File: src/rtl/io_port_unit_pkg.sv
// Shared definitions for the IO port unit: default sizes, interrupt codes
// and the state types of the input-holding and interrupt FSMs.
package io_port_unit_pkg;

    localparam int DATA_W_DEF    = 16;
    localparam int OUT_DEPTH_DEF = 4;

    localparam logic [1:0] INT_NONE = 2'b00;

    // Interrupt states are encoded directly as the codes sent to the PC unit,
    // so INT_FIRST = 2'b11 and INT_SECOND = 2'b01 double as the code values.
    typedef enum logic [1:0] {
        INT_IDLE   = 2'b00,
        INT_FIRST  = 2'b11,
        INT_SECOND = 2'b01
    } int_state_t;

    typedef enum logic {
        IN_EMPTY = 1'b0,
        IN_FULL  = 1'b1
    } in_state_t;

endpackage

File: src/rtl/io_port_unit_sync_fifo.sv
// Synchronous FIFO with head-word read port; a push into a full FIFO only
// succeeds when a pop happens on the same edge.
module sync_fifo #(
    parameter int DEPTH = 4,
    parameter int W     = 16
) (
    input  logic         clk,
    input  logic         reset,
    input  logic         push,
    input  logic         pop,
    input  logic [W-1:0] wr_data,
    output logic [W-1:0] rd_data,
    output logic         full,
    output logic         empty
);
    localparam int PW = $clog2(DEPTH);

    logic [W-1:0]  mem [DEPTH];
    logic [PW-1:0] wr_ptr_reg;
    logic [PW-1:0] rd_ptr_reg;
    logic [PW:0]   count_reg;
    logic          do_push;
    logic          do_pop;

    assign empty   = (count_reg == '0);
    assign full    = (count_reg == (PW+1)'(DEPTH));
    assign do_pop  = pop && !empty;
    assign do_push = push && (!full || do_pop);
    assign rd_data = mem[rd_ptr_reg];

    always_ff @(posedge clk) begin
        if (reset) begin
            wr_ptr_reg <= '0;
            rd_ptr_reg <= '0;
            count_reg  <= '0;
        end else begin
            if (do_push) wr_ptr_reg <= wr_ptr_reg + 1'b1;
            if (do_pop)  rd_ptr_reg <= rd_ptr_reg + 1'b1;
            case ({do_push, do_pop})
                2'b10:   count_reg <= count_reg + 1'b1;
                2'b01:   count_reg <= count_reg - 1'b1;
                default: count_reg <= count_reg;
            endcase
        end
    end

    // Storage carries no reset; discarding words is done via pointers/count.
    always_ff @(posedge clk) begin
        if (do_push) mem[wr_ptr_reg] <= wr_data;
    end

endmodule

File: src/rtl/io_port_unit.sv
// Processor IO port: buffered OUT path to a device, single-word IN holding
// register, and a two-phase interrupt sequencer with one pending request.
module io_port_unit
    import io_port_unit_pkg::*;
#(
    parameter int OUT_DEPTH = OUT_DEPTH_DEF,
    parameter int DATA_W    = DATA_W_DEF
) (
    input  logic              clk,
    input  logic              reset,
    input  logic              out_en,
    input  logic [DATA_W-1:0] out_data,
    output logic [DATA_W-1:0] dev_out_data,
    output logic              dev_out_valid,
    input  logic              dev_out_ready,
    input  logic [DATA_W-1:0] dev_in_data,
    input  logic              dev_in_valid,
    output logic              dev_in_ready,
    output logic [DATA_W-1:0] in_port_data,
    input  logic              in_consume,
    input  logic              int_req,
    output logic [1:0]        interrupt_signal,
    output logic              overflow
);
    logic fifo_full;
    logic fifo_empty;
    logic fifo_pop;
    logic overflow_reg;

    assign dev_out_valid = !fifo_empty;
    assign fifo_pop      = dev_out_valid && dev_out_ready;
    assign overflow      = overflow_reg;

    sync_fifo #(
        .DEPTH (OUT_DEPTH),
        .W     (DATA_W)
    ) u_out_fifo (
        .clk     (clk),
        .reset   (reset),
        .push    (out_en),
        .pop     (fifo_pop),
        .wr_data (out_data),
        .rd_data (dev_out_data),
        .full    (fifo_full),
        .empty   (fifo_empty)
    );

    // A word is lost only when full and nothing leaves on the same edge.
    always_ff @(posedge clk) begin
        if (reset) overflow_reg <= 1'b0;
        else if (out_en && fifo_full && !fifo_pop) overflow_reg <= 1'b1;
    end

    in_state_t         in_state_reg;
    in_state_t         in_state_next;
    logic [DATA_W-1:0] in_data_reg;
    logic [DATA_W-1:0] in_data_next;

    always_ff @(posedge clk) begin
        if (reset) begin
            in_state_reg <= IN_EMPTY;
            in_data_reg  <= '0;
        end else begin
            in_state_reg <= in_state_next;
            in_data_reg  <= in_data_next;
        end
    end

    always_comb begin
        in_state_next = in_state_reg;
        in_data_next  = in_data_reg;
        case (in_state_reg)
            IN_EMPTY: begin
                if (dev_in_valid) begin
                    in_state_next = IN_FULL;
                    in_data_next  = dev_in_data;
                end
            end
            IN_FULL: begin
                if (in_consume) in_state_next = IN_EMPTY;
            end
            default: in_state_next = IN_EMPTY;
        endcase
    end

    assign dev_in_ready = (in_state_reg == IN_EMPTY);
    assign in_port_data = in_data_reg;

    int_state_t int_state_reg;
    int_state_t int_state_next;
    logic       pending_reg;
    logic       pending_next;
    logic       int_req_prev_reg;
    logic       int_rise;

    assign int_rise = int_req && !int_req_prev_reg;

    always_ff @(posedge clk) begin
        if (reset) begin
            int_state_reg    <= INT_IDLE;
            pending_reg      <= 1'b0;
            int_req_prev_reg <= 1'b0;
        end else begin
            int_state_reg    <= int_state_next;
            pending_reg      <= pending_next;
            int_req_prev_reg <= int_req;
        end
    end

    always_comb begin
        int_state_next = int_state_reg;
        pending_next   = pending_reg;
        case (int_state_reg)
            INT_IDLE: begin
                if (int_rise || pending_reg) begin
                    int_state_next = INT_FIRST;
                    pending_next   = 1'b0;
                end
            end
            INT_FIRST: begin
                int_state_next = INT_SECOND;
                if (int_rise) pending_next = 1'b1;
            end
            INT_SECOND: begin
                int_state_next = INT_IDLE;
                if (int_rise) pending_next = 1'b1;
            end
            default: int_state_next = INT_IDLE;
        endcase
    end

    assign interrupt_signal = int_state_reg;

endmodule

File: config.mk
export PLATFORM = sky130hd
export DESIGN_NAME = io_port_unit
export DESIGN_NICKNAME = d
export VERILOG_FILES = /design/src/rtl/io_port_unit_pkg.sv /design/src/rtl/io_port_unit_sync_fifo.sv /design/src/rtl/io_port_unit.sv
export SDC_FILE = /design/constraint.sdc
export NUM_CORES = 1
export LEC_CHECK = 0
export CORE_UTILIZATION = 51
export DETAILED_ROUTE_END_ITERATION = 16
export MAX_ROUTING_LAYER = met4
export PLACE_DENSITY = 0.8
export SYNTH_ARGS = -nofsm -noshare
export SYNTH_HDL_FRONTEND = slang
export SYNTH_SLANG_ARGS = --single-unit
File: constraint.sdc
create_clock -name clk -period 3.2 [get_ports clk]
set_clock_uncertainty 0.2 [all_clocks]
set_input_delay 0.64 -clock clk [delete_from_list [all_inputs] [get_ports clk]]
set_output_delay 0.64 -clock clk [all_outputs]
set_load 0.05 [all_outputs]
* After elaboration in Yosys (flattened, before gate mapping)
Memories as Yosys holds them, arrays and structs flattened. A register that Yosys moved wholly into a read port is not among the register bits.
Index checks and enable logic that the tools add are counted.
** Storage, ports and cells
- Register bits after elaboration :: 29
- Bits in writable memories :: 64
- Input port bits :: 39
- Output and inout bits :: 37
- Logic and storage cells :: 54
- Memories kept :: 1
** Cells by class
- Add/sub/neg operators :: 4
- Equal/unequal tests :: 7
- Multiplexer cells :: 13
- Bitwise operators :: 1
- Reductions and logical operators :: 19
** Memory list
- u_out_fifo.mem :: depth 4, width 16, rd ports 1, clocked after memory_dff 1, write ports 1, RTL line io_port_unit_sync_fifo.sv:18 : logic [W-1:0] mem [DEPTH];
** Operators by type and width (number)
- logical AND 1 bit :: 6
- 2-to-1 mux 1 bit :: 6
- 2-to-1 mux 2 bit :: 3
- case mux 3 bit (2 select lines) :: 1
- adder 2 x 1 -> 2 bit, second input constant :: 2
- equality test 2 x 1 -> 1 bit, second input constant :: 2
- equality test 2 bit, second input constant :: 2
- zero test 1 bit :: 4
- case mux 1 bit (2 select lines) :: 2
- case mux 2 bit (2 select lines) :: 1
- nonzero test 2 bit :: 2
- adder 3 x 1 -> 3 bit, second input constant :: 1
- equality test 3 bit, second input constant :: 1
- zero test 3 bit :: 1
- AND reduction 3 bit :: 1
- subtractor 3 x 1 -> 3 bit, second input constant :: 1
- zero test 2 bit :: 1
- logical OR 1 bit :: 2
- inequality test 2 x 1 -> 1 bit, second input constant :: 1
- inequality test 2 bit, second input constant :: 1
- AND reduction 2 bit :: 1
- OR reduction 2 bit :: 1
- inverter 1 bit :: 1

* Depth between registers and ports, before layout
Gate-level depths: netlist of the first run.
- Depth in word-level cells :: 8
- Gate-level depth with buffers :: 9
- Gate-level depth less buffers :: 9

* Cells and area by module
A second synthesis of the first run with hierarchy kept.
** Second synthesis, totals
- Cells, all modules :: 248
- Area total of the unflattened synthesis :: 3794.9 um2
** By module, submodules not included
- sync_fifo :: instances 1, cells an instance 138, area an instance 2830.2 um2, sequential area each 2102.0 um2
- io_port_unit :: instances 1, cells an instance 110, area an instance 964.7 um2, sequential area each 440.4 um2

* Worst setup path after synthesis of the first run
No wires, ideal clock.
- Path kind :: in2reg
- Start :: in dev_out_ready
- End :: reg u_out_fifo.count_reg[2]
- Setup time :: 70 ps
- Data arrival time :: 2177 ps
- Required time :: 2930 ps
- Slack :: 753 ps
- Stages :: 9
- Path buffers :: 0
- Cells stage by stage :: nor4b_4 nor2b_2 inv_1 ha_1 inv_1 fa_1 xor2_1 or3_1 a21oi_1
** Between the ends
- Word-level cells in the longest chain between the ends :: 6
- Elaborated cells on any way between the ends :: 8
- Those cells by class :: eq/ne (2); mux (1); reduce/logical (5)
** RTL lines
- start, declared :: RTL line io_port_unit.sv:15 : input logic dev_out_ready,
- logical AND 1 bit (*) :: RTL line io_port_unit.sv:31 : assign fifo_pop = dev_out_valid && dev_out_ready;
- logical AND 1 bit (*) :: RTL line io_port_unit_sync_fifo.sv:27 : assign do_pop = pop && !empty;
- logical OR 1 bit :: RTL line io_port_unit_sync_fifo.sv:28 : assign do_push = push && (!full || do_pop);
- logical AND 1 bit :: RTL line io_port_unit_sync_fifo.sv:28
- equality test 2 x 1 -> 1 bit or equality test 2 bit (tied branches) :: RTL line io_port_unit_sync_fifo.sv:39 : case ({do_push, do_pop})
- case mux 3 bit (2 select lines) or nonzero test 2 bit (tied branches)
- end signal, assigned :: RTL line io_port_unit_sync_fifo.sv:40 : 2'b10: count_reg <= count_reg + 1'b1;
- end signal, assigned :: RTL line io_port_unit_sync_fifo.sv:41 : 2'b01: count_reg <= count_reg - 1'b1;
- end signal, assigned :: RTL line io_port_unit_sync_fifo.sv:42 : default: count_reg <= count_reg;
- end, declared :: RTL line io_port_unit_sync_fifo.sv:21 : logic [PW:0] count_reg;
Mark *: on every way between the ends. The rest lies on a longest branch, timed or not.
A chain may end at the register's enable or synchronous reset.

* Worst setup path after layout of the first run
Ends and elaborated chain as after synthesis.

==> results of run 1 <==
==> power by group through the flow <==
stage | clock (mW) | sequential (mW) | combinational (mW)
floorplan | 0 | 1.60 | 0.747
global placement | 0 | 1.54 | 1.09
detailed placement | 0 | 1.54 | 1.12
CTS | 0.757 | 1.51 | 1.12
global route | 0.801 | 1.53 | 1.19
finish | 0.742 | 1.52 | 1.11
==> path summary, 6_finish.rpt <==
path,startpoint,endpoint,depth (start not counted)
setup reg to reg,u_out_fifo.count_reg[0],u_out_fifo.count_reg[2],9
hold / removal,in_port_data[8],in_port_data[8],2
hold reg to reg,in_port_data[8],in_port_data[8],2
setup / recovery,dev_out_ready,u_out_fifo.count_reg[2],10
==> cell type report <==
class                   instances  area, um^2
flip-flops and latches         95        2542
inverters                      10       37.54
multi-input cells             122        1026
well taps                      96       120.1
clock buffers                   9       123.9
repair buffers                 85       785.8
clock inverters                 7       61.31
fillers                       475        2172
==> logic make-up (layout without fill, tap and decap cells) <==
family | count (synthesis) | after routing | synth area share, %
buffers and inverters | 21 | 111 | 2.960
DFF | 95 | 95 | 69.14
muxes | 19 | 19 | 11.26
AOI/OAI and AO/OA | 29 | 29 | 4.389
xor gates and xnor gates | 4 | 4 | 0.9529
and+or+nand+nor | 60 | 60 | 7.690
adders and majority gates | 10 | 10 | 3.607
==> stage by stage <==
step                setup slack, ns  hold slack, ns  area [um^2]  util (%)
finish                       0.5015          0.2587         4697     68.38
global route                 0.3794          0.2785         4697     68.38
CTS                          0.5009          0.2598         4697     68.38
detailed placement           0.1639          0.2476         4512     65.68
global placement             0.2400          0.2408         4512     65.68
floorplan                    0.7526          0.2334         3677         -
==> Yosys cell counts <==
| master | n | area [um^2] |
|---|---|---|
| a21oi_1 | 22 | 110.1 |
| and2_1 | 4 | 25.02 |
| buf_12 | 1 | 20.02 |
| buf_2 | 5 | 25.02 |
| buf_6 | 1 | 11.26 |
| clkbuf_1 | 4 | 15.01 |
| dfxtp_1 | 31 | 620.6 |
| edfxtp_1 | 64 | 1922 |
| fa_1 | 1 | 20.02 |
| ha_1 | 9 | 112.6 |
| inv_1 | 10 | 37.54 |
| mux2_4 | 1 | 15.01 |
| mux2i_1 | 2 | 20.02 |
| mux4_1 | 5 | 131.4 |
| mux4_2 | 11 | 247.7 |
| nand2_1 | 35 | 131.4 |
| nand2b_1 | 3 | 18.77 |
| nor2_1 | 10 | 37.54 |
| nor2b_1 | 3 | 18.77 |
| nor2b_2 | 1 | 8.760 |
| nor4b_4 | 1 | 23.77 |
| o21ai_0 | 3 | 15.01 |
| o221ai_1 | 1 | 8.760 |
| o311a_1 | 1 | 10.01 |
| o311ai_0 | 1 | 8.760 |
| o31a_1 | 1 | 8.760 |
| or3_1 | 3 | 18.77 |
| xnor2_1 | 1 | 8.760 |
| xor2_1 | 3 | 26.28 |
==> worst min-delay path: stages, from the launching register on <==
cell and delay [ns]:
dfxtp_1 0.32, nand2_1 0.05, a21oi_1 0.05
==> placed cells by master, fill, tap and decap left out, types with 9 or more instances in the layout <==
cell type,count
a21oi_1,22
buf_4,26
clkbuf_8,9
clkdlybuf4s50_1,59
dfxtp_1,31
edfxtp_1,64
ha_1,9
inv_1,10
mux4_2,11
nand2_1,35
nor2_1,10
==> per-layer routing <==
| layer | up-vias | global-route usage [%] | wire [um] |
|---|---|---|---|
| li1 | 1041 | - | - |
| met1 | 1034 | 23.39 | 2870 |
| met2 | 67 | 30.78 | 3185 |
| met3 | 9 | 4.550 | 376 |
| met4 | 0 | 8.939 | 118 |
| met5 | - | - | 0 |
==> metrics.txt, run 1 <==
status finished, final reports clean; Setup TNS Final 0 ns; Comb power frac 33.0%; largest net degree at the start of global routing 20; synth unique cells 29; Die Ht between 80 and 90 um; P&R area growth vs syn 27.73%; Nets 372; CTS buffer count 9; GPL Wtd Cong ~0.74; DR vias between 2000 and 2500; Initial DRT Pass Iterations 4; Int Pwr 2.163 mW; Clock Pin Slew Worst Setup and Hold Paths about 0.10 ns; NetSw ~1.2 mW; via density per instance 5.073; Slew @ Worst Pin between 0.7 and 0.8 ns; Syn Area/Cell about 15 um^2; Seq pwr share roughly 45%; CTS tree built; Initial Utilization 53.53%; cts-stage hold buffer count 0; sequential fraction of the synthesis area about 69%; Pwr Total approximately 3.4 mW; initial antenna violation count 0; drt wl/cell roughly 15 um; achievable frequency about 0.37 GHz; DRC errors left 0; clk_lat worst skew approximately 0.35 ns; fin cells about 420; die width approximately 87 um; clock sink count 95; synthesized area around 0.0037 mm^2; DRT iter0 DRCs between 80 and 90; Bufs on Longest Clock Path 2; R2R Setup Slk 0.81 ns; Routed Antenna Nets 0; leakage power roughly 1.7 nW; Worst EP arrival 2.78 ns; Critical Path RT around 3.3 ns; min cycle time layout around 2.7 ns; postcts setup bufs 0; number of port buffers 75; startpoint types input pin; worst path cell trace clkdlybuf4s50_1, nor4b_4, nor2b_2, inv_1, ha_1, inv_1, fa_1, xor2_1, or3_1, a21oi_1; Syn Nets approximately 290; CP Max Fanout 3; vias in the first global route approximately 2200; Worst setup EP type flop; synth warn 0; most used cell, CP inv_1; num ports 76; PwrDens approximately 720 mW/mm^2; CP peak stage delay ~0.47 ns; gr usage total 19.29%; layout cell share with drive strength beyond 1 around 17%; # resized after CTS 0; Sw Ratio about 36%; Mapped Cells roughly 240; Yosys reg bits 95; Max Cap Viol 0; class of the worst hold path reg2reg; max reg flops 64; Fin. Hold Viols 0; Critical-path top delay cell clkdlybuf4s50_1; placed cells 408; DRT Wirelength 6.550 mm; worst path bufs/invs 3; first-pass GRT wire length 10.44 mm; Core Rows 30; GR Overflow Total 0; VDD IR-drop max roughly 0.00042 V; Clock Power Share 22.0%; max-slew violations 0; die area 0.007554 mm^2; CTS root buf clkbuf_8; WS Path Type in2reg; Setup Viol. Count Final 0; CP delay by family, top simple AND/OR/NAND/NOR gates; RSZ-0062 raised after global routing no; core area between 0.006 and 0.007 mm^2; antenna diode count 0; H-tree levels 3; period utilization around 84%; Rel. slew slack between 50% and 60%; dpl hpwl 4.575 mm
Note: power is estimated with default switching activity, not from simulation.
==> inputs of run 2 (changes only) <==
==> constraint.sdc (replaced) <==
create_clock -name clk -period 2.6 [get_ports clk]
set_clock_uncertainty 0.2 [all_clocks]
set_input_delay 0.52 -clock clk [delete_from_list [all_inputs] [get_ports clk]]
set_output_delay 0.52 -clock clk [all_outputs]
set_load 0.05 [all_outputs]
==> run 2 against run 1 <==
  * Sequential share of layout area is 1.2 points lower
  * Combinational power rose by 27%
  * Final cell count up 0.71%
  * First-iteration DRC count is 17% higher
  * Clock-buffer cell count stayed put
  * Setup slack worse by 0.39 ns
  * Global-route usage rose by 0.23 points
  * Flip-flop and latch count stayed put
  * Routed wire length fell by 0.99%
==> metrics.txt, run 2 (synthesis gave the netlist of run 1 again) <==
postcts setup bufs 0 (unchanged); startpoint types flop; Reg2Reg Depth 9 (unchanged); die area 0.007554 mm^2 (unchanged); dpl hpwl 4.569 mm (-0.12%); clock sink count 95 (unchanged); R2R Setup Slk 0.29 ns (-0.52 ns); dpl ws -0.2641 ns (-0.4280 ns); critical path depth in cells 3 (-7); cts-stage hold buffer count 0 (unchanged); number of port buffers 75 (unchanged); worst path cell trace buf_4, mux4_1, buf_4; reg2reg start u_out_fifo.count_reg[0]; period utilization between 90 and 100%; Nets 375 (+0.81%); most used cell, CP buf_4; Max Cap Viol 0 (unchanged); CP delay by family, top multiplexers; Critical-path top delay cell mux4_1; Slew @ Worst Pin 0.5987 ns (-0.1132 ns); gr busiest metal met2; via density per instance 5.110 (+0.73%); num ports 76 (unchanged); min cycle time layout between 2 and 2.5 ns; Initial Utilization 53.53% (unchanged); met2 Track Usage GR 32.28% (+1.5 points); VDD IR-drop max 0.0004663 V (+10%); leakage power 1.727 nW (+3.8%); achievable frequency 0.4019 GHz; PwrDens 894.9 mW/mm^2 (+25%); layout cell share with drive strength beyond 1 17.82% (+0.75 points); WS Path Type reg2out; Critical Path RT 1.88 ns (-1.40 ns); Worst Setup EP dev_out_data[15]; max-slew violations 0 (unchanged); Die Ht 86.92 um (unchanged); Worst EP arrival 1.77 ns (-1.01 ns); most common cell after layout, fill and taps aside edfxtp_1; Bufs on Longest Clock Path 2 (unchanged); CTS tree built; R2R Path End u_out_fifo.count_reg[2]; die width 86.92 um (unchanged); setup slack after layout 0.1119 ns (-0.3896 ns); DRT Wirelength 6.485 mm (-0.99%); H-tree levels 3 (unchanged); Initial DRT Pass Iterations 4 (unchanged); most frequent cells in the layout edfxtp_1, clkdlybuf4s50_1, nand2_1; GPL Wtd Cong 0.7190 (-3.5%); drt wl/cell 15.19 um (-1.7%); initial antenna violation count 0 (unchanged); vias in the first global route 2208 (-1.6%); clk_lat worst skew 0.34 ns (about the same); Core Rows 30 (unchanged); worst path bufs/invs 2 (-1); DRT iter0 DRCs 104 (+17%); Routed Antenna Nets 0 (unchanged); GR Overflow Total 0 (unchanged); CTS buffer count 9 (unchanged); RSZ-0062 raised after global routing no; CTS root buf clkbuf_8; gr usage total 19.51% (+0.23 points); Rel. slew slack 60.09% (+7.6 points); P&R area growth vs syn 30.76%; DR vias 2182 (+1.4%); CP peak stage delay 0.61 ns (+0.14 ns); Setup TNS Final 0 ns (unchanged); first-pass GRT wire length 10.38 mm (-0.53%); class of the worst hold path reg2reg; core area 0.006869 mm^2 (unchanged); Setup Viol. Count Final 0 (unchanged); largest net degree at the start of global routing 20 (unchanged); met3 Use GR 3.886% (-0.66 points); max reg flops 64 (unchanged); met1 Use GR 23.31% (-0.085 points); antenna diode count 0 (unchanged); Fin. Hold Viols 0 (unchanged); status finished, final reports clean; Worst setup EP type output port; DRC errors left 0 (unchanged); Clock Pin Slew Worst Setup and Hold Paths 0.09 ns (about the same); CP Max Fanout 5 (+2)
run 2: cell types whose count changed in the layout (fill, tap and decap cells not counted), moves of 2 or more:
cell	change
buf_12	+4
bufinv_16	+2
clkdlybuf4s50_1	-2
dlymetal6s2s_1	+2
inv_6	-2
run 2: layer usage:
| layer | routed length (um) | vias up |
|---|---|---|
| met1 | 2834 | 1052 |
| met2 | 3248 | 71 |
| met3 | 308 | 9 |
| met4 | 94 | 0 |
| li1 | - | 1050 |
| met5 | 0 | - |
run 2: final cells by class:
| cell class | count | area [um^2] |
|---|---|---|
| inverters | 10 | 37.54 |
| fillers | 451 | 2061 |
| flip-flops and latches | 95 | 2544 |
| repair buffers | 88 | 863.3 |
| clock buffers | 9 | 123.9 |
| well taps | 96 | 120.1 |
| clock inverters | 7 | 93.84 |
| multi-input cells | 122 | 1026 |
run 2: metrics by stage:
stage,area (um^2),power [mW],cells,utilization [%],hold WS (ns)
after floorplan,3677,2.888,238,-,0.2334
after global placement,4584,3.280,411,66.74,0.2407
after detailed placement,4584,3.316,411,66.74,0.2457
after CTS,4802,4.346,427,69.91,0.2582
after global routing,4808,4.501,427,70.00,0.2784
final,4808,4.303,427,70.00,0.2588
run 2: worst register-to-register path, delay by kind of cell (launching register included):
| family | cells | cell delay (ns) |
|---|---|---|
| buffers and inverters | 2 | 0.12 |
| xor gates and xnor gates | 1 | 0.16 |
| adders and majority gates | 2 | 0.53 |
| AOI/OAI and AO/OA | 1 | 0.14 |
| DFF | 1 | 0.39 |
| and+or+nand+nor | 3 | 0.72 |
run 2: what timing repair did:
| item | 4_1_cts | 5_1_grt |
|---|---|---|
| endpoints found under the setup margin | 0 | 10 |
| endpoints found under the hold margin | 0 | 0 |
| resized for setup | 0 | 3 |
run 2: worst min path at each step:
stage / startpoint / endpoint / slack (ns) / cells past startpoint
after global routing: in_port_data[9] / in_port_data[9] / 0.28 / 2
after floorplan: pending_reg / pending_reg / 0.23 / 2
after CTS: in_port_data[5] / in_port_data[5] / 0.26 / 2
final: in_port_data[4] / in_port_data[4] / 0.26 / 2
after detailed placement: in_port_data[5] / in_port_data[5] / 0.25 / 2
after global placement: in_port_data[4] / in_port_data[4] / 0.24 / 2
run 2: where the power goes:
part           switching [mW]  total [mW]  internal [mW]
Clock                   0.490        1.03          0.543
Sequential              0.100        1.86           1.76
Combinational           0.845        1.41          0.562
